$ cat src/rtl/pc_fetch_sequencer_if.sv
// Fetch-side bus bundle: instruction-memory request/ack, the decode
// valid/ready channel with its halt flag, and the redirect channel.
interface pc_fetch_sequencer_if;
  logic        imem_req;
  logic [31:0] imem_addr;
  logic        imem_ack;
  logic [31:0] imem_rdata;
  logic        instr_valid;
  logic [31:0] instr;
  logic        instr_ready;
  logic        halt;
  logic        redirect_valid;
  logic [31:0] redirect_target;

  // Sequencer side: drives memory requests and presents words to decode
  modport master (
    output imem_req,
    output imem_addr,
    input  imem_ack,
    input  imem_rdata,
    output instr_valid,
    output instr,
    input  instr_ready,
    input  halt,
    input  redirect_valid,
    input  redirect_target
  );

  // Environment side: memory, decode and branch resolution
  modport slave (
    input  imem_req,
    input  imem_addr,
    output imem_ack,
    output imem_rdata,
    input  instr_valid,
    input  instr,
    output instr_ready,
    output halt,
    output redirect_valid,
    output redirect_target
  );
endinterface

$ cat src/rtl/pc_fetch_sequencer.sv
// Fetch controller for the PC register: chooses hold / increment / redirect
// each cycle, runs the imem request/ack handshake and hands fetched words to
// decode over valid/ready. A redirect that lands while a memory transaction
// is still outstanding marks that transaction stale so its data is dropped.
module pc_fetch_sequencer #(
  parameter logic [31:0] RESET_VEC = 32'h0000_0000
) (
  input  logic                        clk,
  input  logic                        rst,
  input  logic [31:0]                 pc_cur,
  output logic                        pc_load,
  output logic [31:0]                 pc_next,
  input  logic                        start,
  pc_fetch_sequencer_if.master        bus,
  output logic                        busy,
  output logic                        halted,
  output logic [31:0]                 instr_count
);

  typedef enum logic [1:0] {
    IDLE   = 2'd0,
    FETCH  = 2'd1,
    ISSUE  = 2'd2,
    HALTED = 2'd3
  } state_t;

  state_t      state;
  state_t      state_nxt;
  logic [31:0] instr_q;
  logic [31:0] hold_addr;
  logic        discard;
  logic [31:0] count_q;
  logic        issue_take;

  // Decode accepts the presented word; a redirect suppresses the handshake
  assign issue_take  = (state == ISSUE) && !bus.redirect_valid && bus.instr_ready;
  assign instr_count = count_q;

  // State register with synchronous active-low reset
  always_ff @(posedge clk) begin
    if (!rst) state <= IDLE;
    else      state <= state_nxt;
  end

  // Next-state selection
  always_comb begin
    state_nxt = state;
    case (state)
      IDLE: begin
        if (start) state_nxt = FETCH;
      end
      FETCH: begin
        if (bus.imem_ack && !discard && !bus.redirect_valid) state_nxt = ISSUE;
      end
      ISSUE: begin
        if (bus.redirect_valid) state_nxt = FETCH;
        else if (bus.instr_ready) state_nxt = bus.halt ? HALTED : FETCH;
      end
      HALTED: begin
        state_nxt = HALTED;
      end
      default: state_nxt = IDLE;
    endcase
  end

  // Captured instruction, stale-transaction tracking and accepted-instruction count
  always_ff @(posedge clk) begin
    if (!rst) begin
      instr_q   <= 32'd0;
      hold_addr <= 32'd0;
      discard   <= 1'b0;
      count_q   <= 32'd0;
    end else begin
      case (state)
        FETCH: begin
          if (bus.imem_ack) begin
            if (discard) discard <= 1'b0;
            else if (!bus.redirect_valid) instr_q <= bus.imem_rdata;
          end else if (bus.redirect_valid && !discard) begin
            hold_addr <= pc_cur;
            discard   <= 1'b1;
          end
        end
        ISSUE: begin
          if (issue_take) count_q <= count_q + 32'd1;
        end
        default: begin
        end
      endcase
    end
  end

  // Bus outputs, status flags and the PC load strobe/value
  always_comb begin
    bus.imem_req    = 1'b0;
    bus.imem_addr   = discard ? hold_addr : pc_cur;
    bus.instr_valid = 1'b0;
    bus.instr       = instr_q;
    busy            = 1'b0;
    halted          = 1'b0;
    pc_load         = 1'b1;
    pc_next         = pc_cur;
    case (state)
      FETCH: begin
        bus.imem_req = 1'b1;
        busy         = 1'b1;
        if (bus.redirect_valid) pc_next = bus.redirect_target;
      end
      ISSUE: begin
        busy            = 1'b1;
        bus.instr_valid = !bus.redirect_valid;
        if (bus.redirect_valid) pc_next = bus.redirect_target;
        else if (bus.instr_ready && !bus.halt) pc_load = 1'b0;
      end
      HALTED: begin
        halted = 1'b1;
      end
      default: begin
      end
    endcase
    if (!rst) begin
      pc_load = 1'b1;
      pc_next = RESET_VEC;
    end
  end

endmodule

$ cat src/flat_wrapper.sv
// flat-port wrapper written by rule: the top's interface ports become plain ports
module pc_fetch_sequencer_flat 
#(
  parameter logic [31:0] RESET_VEC = 32'h0000_0000
)
  (clk, rst, pc_cur, pc_load, pc_next, start, busy, halted, instr_count, bus_imem_req, bus_imem_addr, bus_imem_ack, bus_imem_rdata, bus_instr_valid, bus_instr, bus_instr_ready, bus_halt, bus_redirect_valid, bus_redirect_target);
  pc_fetch_sequencer_if bus_i ();
  input  logic clk;
  input  logic rst;
  input  logic [31:0] pc_cur;
  output logic pc_load;
  output logic [31:0] pc_next;
  input  logic start;
  output logic busy;
  output logic halted;
  output logic [31:0] instr_count;
  output wire logic [$bits(bus_i.imem_req)-1:0] bus_imem_req;
  output wire logic [$bits(bus_i.imem_addr)-1:0] bus_imem_addr;
  input wire logic [$bits(bus_i.imem_ack)-1:0] bus_imem_ack;
  input wire logic [$bits(bus_i.imem_rdata)-1:0] bus_imem_rdata;
  output wire logic [$bits(bus_i.instr_valid)-1:0] bus_instr_valid;
  output wire logic [$bits(bus_i.instr)-1:0] bus_instr;
  input wire logic [$bits(bus_i.instr_ready)-1:0] bus_instr_ready;
  input wire logic [$bits(bus_i.halt)-1:0] bus_halt;
  input wire logic [$bits(bus_i.redirect_valid)-1:0] bus_redirect_valid;
  input wire logic [$bits(bus_i.redirect_target)-1:0] bus_redirect_target;
  assign bus_imem_req = bus_i.imem_req;
  assign bus_imem_addr = bus_i.imem_addr;
  assign bus_i.imem_ack = bus_imem_ack;
  assign bus_i.imem_rdata = bus_imem_rdata;
  assign bus_instr_valid = bus_i.instr_valid;
  assign bus_instr = bus_i.instr;
  assign bus_i.instr_ready = bus_instr_ready;
  assign bus_i.halt = bus_halt;
  assign bus_i.redirect_valid = bus_redirect_valid;
  assign bus_i.redirect_target = bus_redirect_target;
  pc_fetch_sequencer #(.RESET_VEC(RESET_VEC)) u_core (.clk(clk), .rst(rst), .pc_cur(pc_cur), .pc_load(pc_load), .pc_next(pc_next), .start(start), .bus(bus_i), .busy(busy), .halted(halted), .instr_count(instr_count));
endmodule
$ cat config.mk
export PLATFORM = sky130hd
export DESIGN_NAME = pc_fetch_sequencer_flat
export DESIGN_NICKNAME = d
export VERILOG_FILES = /design/src/rtl/pc_fetch_sequencer_if.sv /design/src/rtl/pc_fetch_sequencer.sv /design/src/flat_wrapper.sv
export SDC_FILE = /design/constraint.sdc
export NUM_CORES = 1
export LEC_CHECK = 0
export CORE_AREA = 2 2 134 97
export CTS_BUF_LIST = sky130_fd_sc_hd__clkbuf_2
export CTS_CLUSTER_DIAMETER = 200
export DETAILED_ROUTE_END_ITERATION = 10
export DIE_AREA = 0 0 136 99
export PLACE_DENSITY_LB_ADDON = 0.12
export SETUP_SLACK_MARGIN = 0.5
export SLEW_MARGIN = 20
export SYNTH_ARGS = -nofsm -noshare
export SYNTH_HDL_FRONTEND = slang
export SYNTH_SLANG_ARGS = --single-unit
$ cat constraint.sdc
create_clock -name clk -period 4.2 [get_ports clk]
set_input_delay 0.42 -clock clk [delete_from_list [all_inputs] [get_ports clk]]
set_output_delay 0.42 -clock clk [all_outputs]
set_load 0.01 [all_outputs]
# Word level (Yosys, flattened, before mapping)
# Index checks and enable logic that the tools add are counted.
dict set report totals {
  reg_bits 99
  inputBits 103
  out_inout_bits 133
  wordCells 52
}
dict set report classes {
  addsub 1
  n_eq_ne 6
  mux 20
  n_bitwise 3
  reduce_logical 17
}
# op count
set op_table {}
lappend op_table {{$mux W32} 4}
lappend op_table {{$add A32 B1 Y32 const B} 1}
lappend op_table {{$mux W1} 10}
lappend op_table {{$mux W2} 5}
lappend op_table {{$pmux W2 S4} 1}
lappend op_table {{$logic_and A1 B1 Y1} 6}
lappend op_table {{$reduce_and A3 Y1} 2}
lappend op_table {{$eq A2 B2 Y1 const B} 2}
lappend op_table {{$reduce_and A2 Y1} 2}
lappend op_table {{$reduce_and A4 Y1} 1}
lappend op_table {{$logic_not A1 Y1} 3}
lappend op_table {{$ne A3 B3 Y1 const B} 1}
lappend op_table {{$not A1 Y1} 3}
lappend op_table {{$eq A2 B1 Y1 const B} 1}
lappend op_table {{$logic_not A2 Y1} 1}
lappend op_table {{$ne A2 B1 Y1 const B} 1}
lappend op_table {{$ne A2 B2 Y1 const B} 1}
lappend op_table {{$reduce_bool A2 Y1} 1}
lappend op_table {{$reduce_or A2 Y1} 1}

# Depth between registers and ports, before layout
# Gate-level depths: netlist (run 1).
dict set report logic_depth {
  depth_word 6
  ltp_mapped 8
  ltp_nobuf 6
}

# Worst setup path before layout (run 1)
# Ideal clock, no wire load.
dict set report synth_timing {
  kind {register -> output}
  startpoint {register u_core.state[0]}
  endpoint {output port pc_next[10]}
  arrival_time_ns 1.665
  t_required_ns 3.780
  path_slack_ns 2.115
  path_stages_with_launch 8
  path_buffers 2
  path_cell_list {dfxtp_1 > inv_1 > ha_1 > and2_1 > clkbuf_1 > clkbuf_1 > nand2_1 > a21oi_1}
}
dict set report synth_between {
  elab_chain_cells 4
  elab_cells_between_ends 5
  cone_classes {eq/ne (2); mux (2); reduce/logical (1)}
}
# element line_no
set synth_rtl {}
lappend synth_rtl {{from (decl)} pc_fetch_sequencer.sv:27} ;# state_t state;
lappend synth_rtl {{from (signal assigned)} pc_fetch_sequencer.sv:42} ;# else state <= state_nxt;
lappend synth_rtl {{$eq A2 B1 Y1 or $eq A2 B2 Y1 (tied branches)} pc_fetch_sequencer.sv:103} ;# case (state)
lappend synth_rtl {{$reduce_or A2 Y1 (no source line) (*)} --}
lappend synth_rtl {{$mux W32 (*)} --}
lappend synth_rtl {{$mux W32 (*)} pc_fetch_sequencer.sv:121} ;# if (!rst) begin
lappend synth_rtl {{to (decl)} flat_wrapper.sv:12} ;# output logic [31:0] pc_next;
# Mark *: on every way between the ends. The rest lies on a longest branch, timed or not.

# Final worst setup path (run 1)
dict set report layout_timing {
  startpoint {register u_core.discard}
  endpoint {output port bus_imem_addr[31]}
}
dict set report layout_between {
  elab_chain_cells 1
}
# element line_no
set layout_rtl {}
lappend layout_rtl {{from (decl)} pc_fetch_sequencer.sv:31} ;# logic discard;
lappend layout_rtl {{from (signal assigned)} pc_fetch_sequencer.sv:71} ;# discard <= 1'b0;
lappend layout_rtl {{from (signal assigned)} pc_fetch_sequencer.sv:77} ;# if (discard) discard <= 1'b0;
lappend layout_rtl {{from (signal assigned)} pc_fetch_sequencer.sv:81} ;# discard <= 1'b1;
lappend layout_rtl {{$mux W32} pc_fetch_sequencer.sv:96} ;# bus.imem_addr = discard ? hold_addr : pc_cur;
lappend layout_rtl {{to (decl)} flat_wrapper.sv:18} ;# output wire logic [$bits(bus_i.imem_addr)-1:0] bus_imem_addr;
# No other way between the ends.

==> run metrics, run 1 <==
initial antenna violation count=0; post_cts resized=0; # IOs=236; post-CTS setup buffer count=0; grt ovf=0; clock buffer depth=2; Setup Crit Path Kind=reg -> out; Worst Path Max Fanout=19; maxcap violations=0; Worst setup EP type=output port; Die W=136 um; worst slew pin tran=833.8 ps; Max VDD drop=154.8 uV; WP data required=3780 ps; post-DR wirelength/cell=15.17 um; GRT Util Overall=22.27%; R2R setup slack=1710 ps; number of detailed-route iterations in the first pass=5; fmax=0.3160 GHz; Iteration-0 DRC Markers=233; Worst-Skew Late Latency=580 ps; Nets=949; Rel. slew slack=44.34%; # DRC=0; n_diodes=0; fill cell count=1079; Post-synth EDFFs=0; Mapped Nets=743; #FFs+latches synth=99; Worst Path Arrival=2740 ps; RSZ-0062 raised after global routing=false; endpoints failing setup=0; fin crit share=75.35%; number of global-route vias before repair=4964; DR vias=5223; Startpoint Class=flip-flop; # clock sinks=99; CTS buffer count=9; # rows=34; count of final max-slew check failures=0; Vias/cell=5.192; RePlAce Congestion=0.8043; Hold Path Class=in -> reg; Die ar.=0.01346 sq mm; r2r worst-path depth=6; Avg Cell Area, Syn=7.574 sq um; leak pwr=2.523 nW; cell count after synthesis=634; CTS tree=done; ANT nets after route=0; Worst Hold Slack=346.8 ps; Detailed Place HPWL=11100 um; Pwr Density=307.2 mW/mm^2; Initial Util=39.47%; Post-DP Area=0.007256 sq mm; Synth Flop Type=dfxtp_1; die span in y=99 um; outcome=finished clean; Worst Hold Depth=3; share of cells above drive strength 1=6.991%; fraction of registers with async set/reset=0%; Final min period=3165 ps; Synth Cell Area=0.004802 sq mm; Cell variety after synth=33; register area share after synthesis=41.27%; final WL=15260 um; Final Hold Vio Count=0; largest net degree at the start of global routing=49; clock-pin slew on the worst setup and hold paths=270 ps; commonest cells after routing, fill and taps aside=235 x clkdlybuf4s50_1, 203 x nand2_1, 121 x a21oi_1; Hold-fix buffers, CTS=0; CTS HTree Levels=3; first-pass GRT wire length=24200 um; post-route design area=0.007367 sq mm; Core Area=0.01217 sq mm; most common cell after layout, fill and taps aside=clkdlybuf4s50_1; I/O Buffers=235; setup TNS=0 ps; Root Buffer=clkbuf_2; Area Overhead vs Synth=53.41%; YS warnings=0; skew final=28.23 ps
==> report_power, final <==
group	internal (W)	switching, W	total (W)	leakage, nW
Sequential	0.000985	0.0000357	0.00102	0.800
Clock	0.000135	0.000324	0.000459	0.0681
Combinational	0.000417	0.000367	0.000783	1.65
Total	0.00154	0.000726	0.00226	2.52
==> registers in the layout (all words and copies together), names as in the netlist <==
name and flops:
u_core.bus.instr 32, u_core.instr_count 32, u_core.state 2, u_core.discard 1, u_core.hold_addr 32
==> cell type report <==
cell class | count | area, sq um | share of cell area [%]
timing repair buffer | 243 | 2432 | 33.02
clock buffer | 9 | 45.04 | 0.6114
sequential | 99 | 1982 | 26.90
tap | 162 | 202.7 | 2.751
inverter | 8 | 31.28 | 0.4246
clock inverter | 6 | 65.06 | 0.8832
multi-input combinational | 479 | 2609 | 35.41
==> critical path, stage by stage, from the launching register on <==
cell,delay (ps)
dfxtp_1,920
buf_4,380
mux2_2,370
clkdlybuf4s50_1,520
==> cell usage after synthesis (2+ instances only) <==
| library cell | instances | area, sq um |
|---|---|---|
| nand2_1 | 203 | 762.0 |
| a21oi_1 | 121 | 605.6 |
| dfxtp_1 | 99 | 1982 |
| clkbuf_1 | 44 | 165.2 |
| mux2_2 | 32 | 360.4 |
| or4_1 | 16 | 120.1 |
| nand4_1 | 14 | 87.58 |
| o31ai_1 | 14 | 105.1 |
| nor2_1 | 10 | 37.54 |
| nand3_1 | 9 | 45.04 |
| inv_1 | 8 | 30.03 |
| o21ai_0 | 8 | 40.04 |
| or3_1 | 7 | 43.79 |
| ha_1 | 6 | 75.07 |
| and2_1 | 5 | 31.28 |
| xor2_1 | 5 | 43.79 |
| and4_1 | 4 | 35.03 |
| and3b_1 | 3 | 26.28 |
| buf_2 | 3 | 15.01 |
| nand3b_1 | 3 | 22.52 |
| xnor2_1 | 3 | 26.28 |
| a211oi_1 | 2 | 15.01 |
| and3_1 | 2 | 12.51 |
| mux2i_1 | 2 | 20.02 |
| nor2b_1 | 2 | 12.51 |
| nor4_1 | 2 | 12.51 |
==> cells by family (layout without fill, tap and decap cells) <==
logic type | count (synthesis) | after routing | synth area share [%]
muxes | 34 | 34 | 7.921
and+or+nand+nor | 284 | 284 | 27.02
xor gates and xnor gates | 8 | 8 | 1.459
buffers and inverters | 56 | 266 | 4.455
adders and majority gates | 6 | 6 | 1.563
AOI/OAI and AO/OA | 147 | 147 | 16.31
DFF | 99 | 99 | 41.27
==> through the flow <==
step	instances	util (%)	setup slack, ps	power, W
after floorplan	634	-	2115	0.001409
after global placement	990	59.50	1442	0.001805
after detailed placement	991	59.64	1316	0.001826
after CTS	1006	60.54	982.2	0.002291
after global routing	1006	60.55	766.1	0.002399
final	1006	60.55	1035	0.002263
==> worst paths after layout <==
path | end | startpoint
max reg2reg | u_core.instr_count[25] | u_core.state[0]
min | u_core.bus.instr[29] | bus_imem_rdata[29]
max | bus_imem_addr[31] | u_core.discard
min reg2reg | u_core.hold_addr[0] | u_core.hold_addr[0]
==> metal layers <==
metal | vias up | GRT usage [%] | routed length (um)
met3 | 19 | 8.128 | 1388
li1 | 2591 | - | -
met4 | 0 | 5.609 | 222
met2 | 204 | 36.80 | 7072
met1 | 2409 | 27.59 | 6576
met5 | - | 0 | 0
(Power assumes the default switching activity.)
==> inputs of run 2 (changes only) <==
==> constraint.sdc (replaced) <==
create_clock -name clk -period 3.1 [get_ports clk]
set_input_delay 0.31 -clock clk [delete_from_list [all_inputs] [get_ports clk]]
set_output_delay 0.31 -clock clk [all_outputs]
set_load 0.01 [all_outputs]
==> run metrics, run 2 (same netlist as run 1, synthesis figures left out) <==
fmax=0.4012 GHz; DR vias=5245; Worst-Skew Late Latency=560 ps; fin crit share=80.41%; Area Overhead vs Synth=56.33%; Util after Layout=61.70%; number of detailed-route iterations in the first pass=4; Detailed Place HPWL=11230 um; ANT nets after route=0; initial antenna violation count=0; Die ar.=0.01346 sq mm; Setup WS post-layout=607.4 ps; total power=0.003325 W; Max VDD drop=205.6 uV; GRT Util Overall=22.69%; post-DR wirelength/cell=15.52 um; setup TNS=0 ps; clock buffer depth=2; CP top delay family=simple AND/OR/NAND/NOR gates; Die W=136 um; placed insts=995; Non-Filler Instances=1015; Rel. slew slack=46.27%; Nets=958; commonest cells after routing, fill and taps aside=202 x nand2_1, 202 x clkdlybuf4s50_1, 118 x a21oi_1; # clock sinks=99; leak pwr=2.713 nW; Initial Util=39.47%; Worst Path Arrival=2990 ps; skew final=31.56 ps; RSZ-0062 raised after global routing=true; Final min period=2493 ps; first-pass GRT wire length=24830 um; die span in y=99 um; clock-pin slew on the worst setup and hold paths=260 ps; WP data required=3600 ps; Buf+Inv Stages, Crit Path=2; Final Hold Vio Count=0; Worst setup EP type=flip-flop; endpoints failing setup=0; CTS HTree Levels=3; I/O Buffers=235; Hold Path Class=in -> reg; crit-path max cell delay=790 ps; largest net degree at the start of global routing=46; Hold-fix buffers, CTS=0; n_diodes=0; # DRC=0; Core Area=0.01217 sq mm; Root Buffer=clkbuf_2; Pwr Density=442.9 mW/mm^2; share of cells above drive strength 1=11.02%; maxcap violations=0; Vias/cell=5.167; CTS tree=done; worst slew pin tran=803.5 ps; # rows=34; grt ovf=0; crit-path cells=buf_4, buf_4, ha_2, nand4b_4, or4_1, or4_1, a21oi_1; CTS buffer count=9; Iteration-0 DRC Markers=240; outcome=finished clean; number of global-route vias before repair=5052; # IOs=236; fill cell count=1078; Startpoint Class=flip-flop; Setup Crit Path Kind=reg -> reg; final WL=15750 um; slowest CP cell=or4_1; pre-CTS WS=385.2 ps; Worst Path Max Fanout=17; RePlAce Congestion=0.8038; count of final max-slew check failures=0
run 2: changes by cell type in the layout (fill, tap and decap cells not counted), sizes merged:
cell,previous run,this run
bufinv,1,3
clkinvlp,1,0
bufbuf,0,1
dlymetal6s2s,0,2
inv,8,9
clkinv,4,2
clkbuf,9,19
dlygate4sd2,0,14
clkdlybuf4s50,235,202
clkdlybuf4s15,0,1
buf,8,22
run 2: stage by stage:
stage	hold WS [ps]	cell area, sq um
2_1_floorplan	406.6	4802
3_3_place_gp	439.3	7289
3_5_place_dp	446.3	7289
4_1_cts	192.7	7495
5_1_grt	171.8	7507
6_report	261.7	7507
run 2: repair_timing:
action / 4_1_cts / 5_1_grt
setup endpoints to repair: 60 / 42
setup buffers: 2 / 1
gates resized for setup: 51 / 44
gates cloned: 1 / 1
endpoints found under the hold margin: 0 / 0
run 2: tightest hold or removal path: stages:
cell and delay, ps:
clkdlybuf4s50_1 400, nand2_1 50, a21oi_1 50
run 2: final timing paths:
check                       start                     end  slack (ps)  cells past startpoint
max               u_core.state[1]  u_core.instr_count[28]         610                      7
min reg2reg  u_core.bus.instr[30]    u_core.bus.instr[30]         470                      2
min             bus_imem_rdata[4]     u_core.bus.instr[4]         260                      3
max reg2reg       u_core.state[1]  u_core.instr_count[28]         610                      7
run 2: metal layers:
metal  vias up  part of all wire [%]  global-route usage, %
met3        10                   7.7                  6.430
met2       185                    50                  39.89
met1      2445                    42                  27.68
met5         -                     0                      0
li1       2605                     -                      -
met4         0                  0.77                  4.647
run 2: power by group:
part | internal (W) | switching (W)
combinational | 0.000611 | 0.000551
clock | 0.000348 | 0.000440
sequential | 0.00134 | 0.0000366
total | 0.00230 | 0.00103
run 2: layout make-up:
class                           instances  area [sq um]  share of cell area, %
Clock inverter                          6         112.6                  1.500
Tap cell                              162         202.7                  2.700
Sequential cell                        99          1991                  26.52
Timing Repair Buffer                  252          2480                  33.03
Multi-Input combinational cell        479          2645                  35.23
Inverter                                8         31.28                 0.4167
Clock buffer                            9         45.04                 0.6000
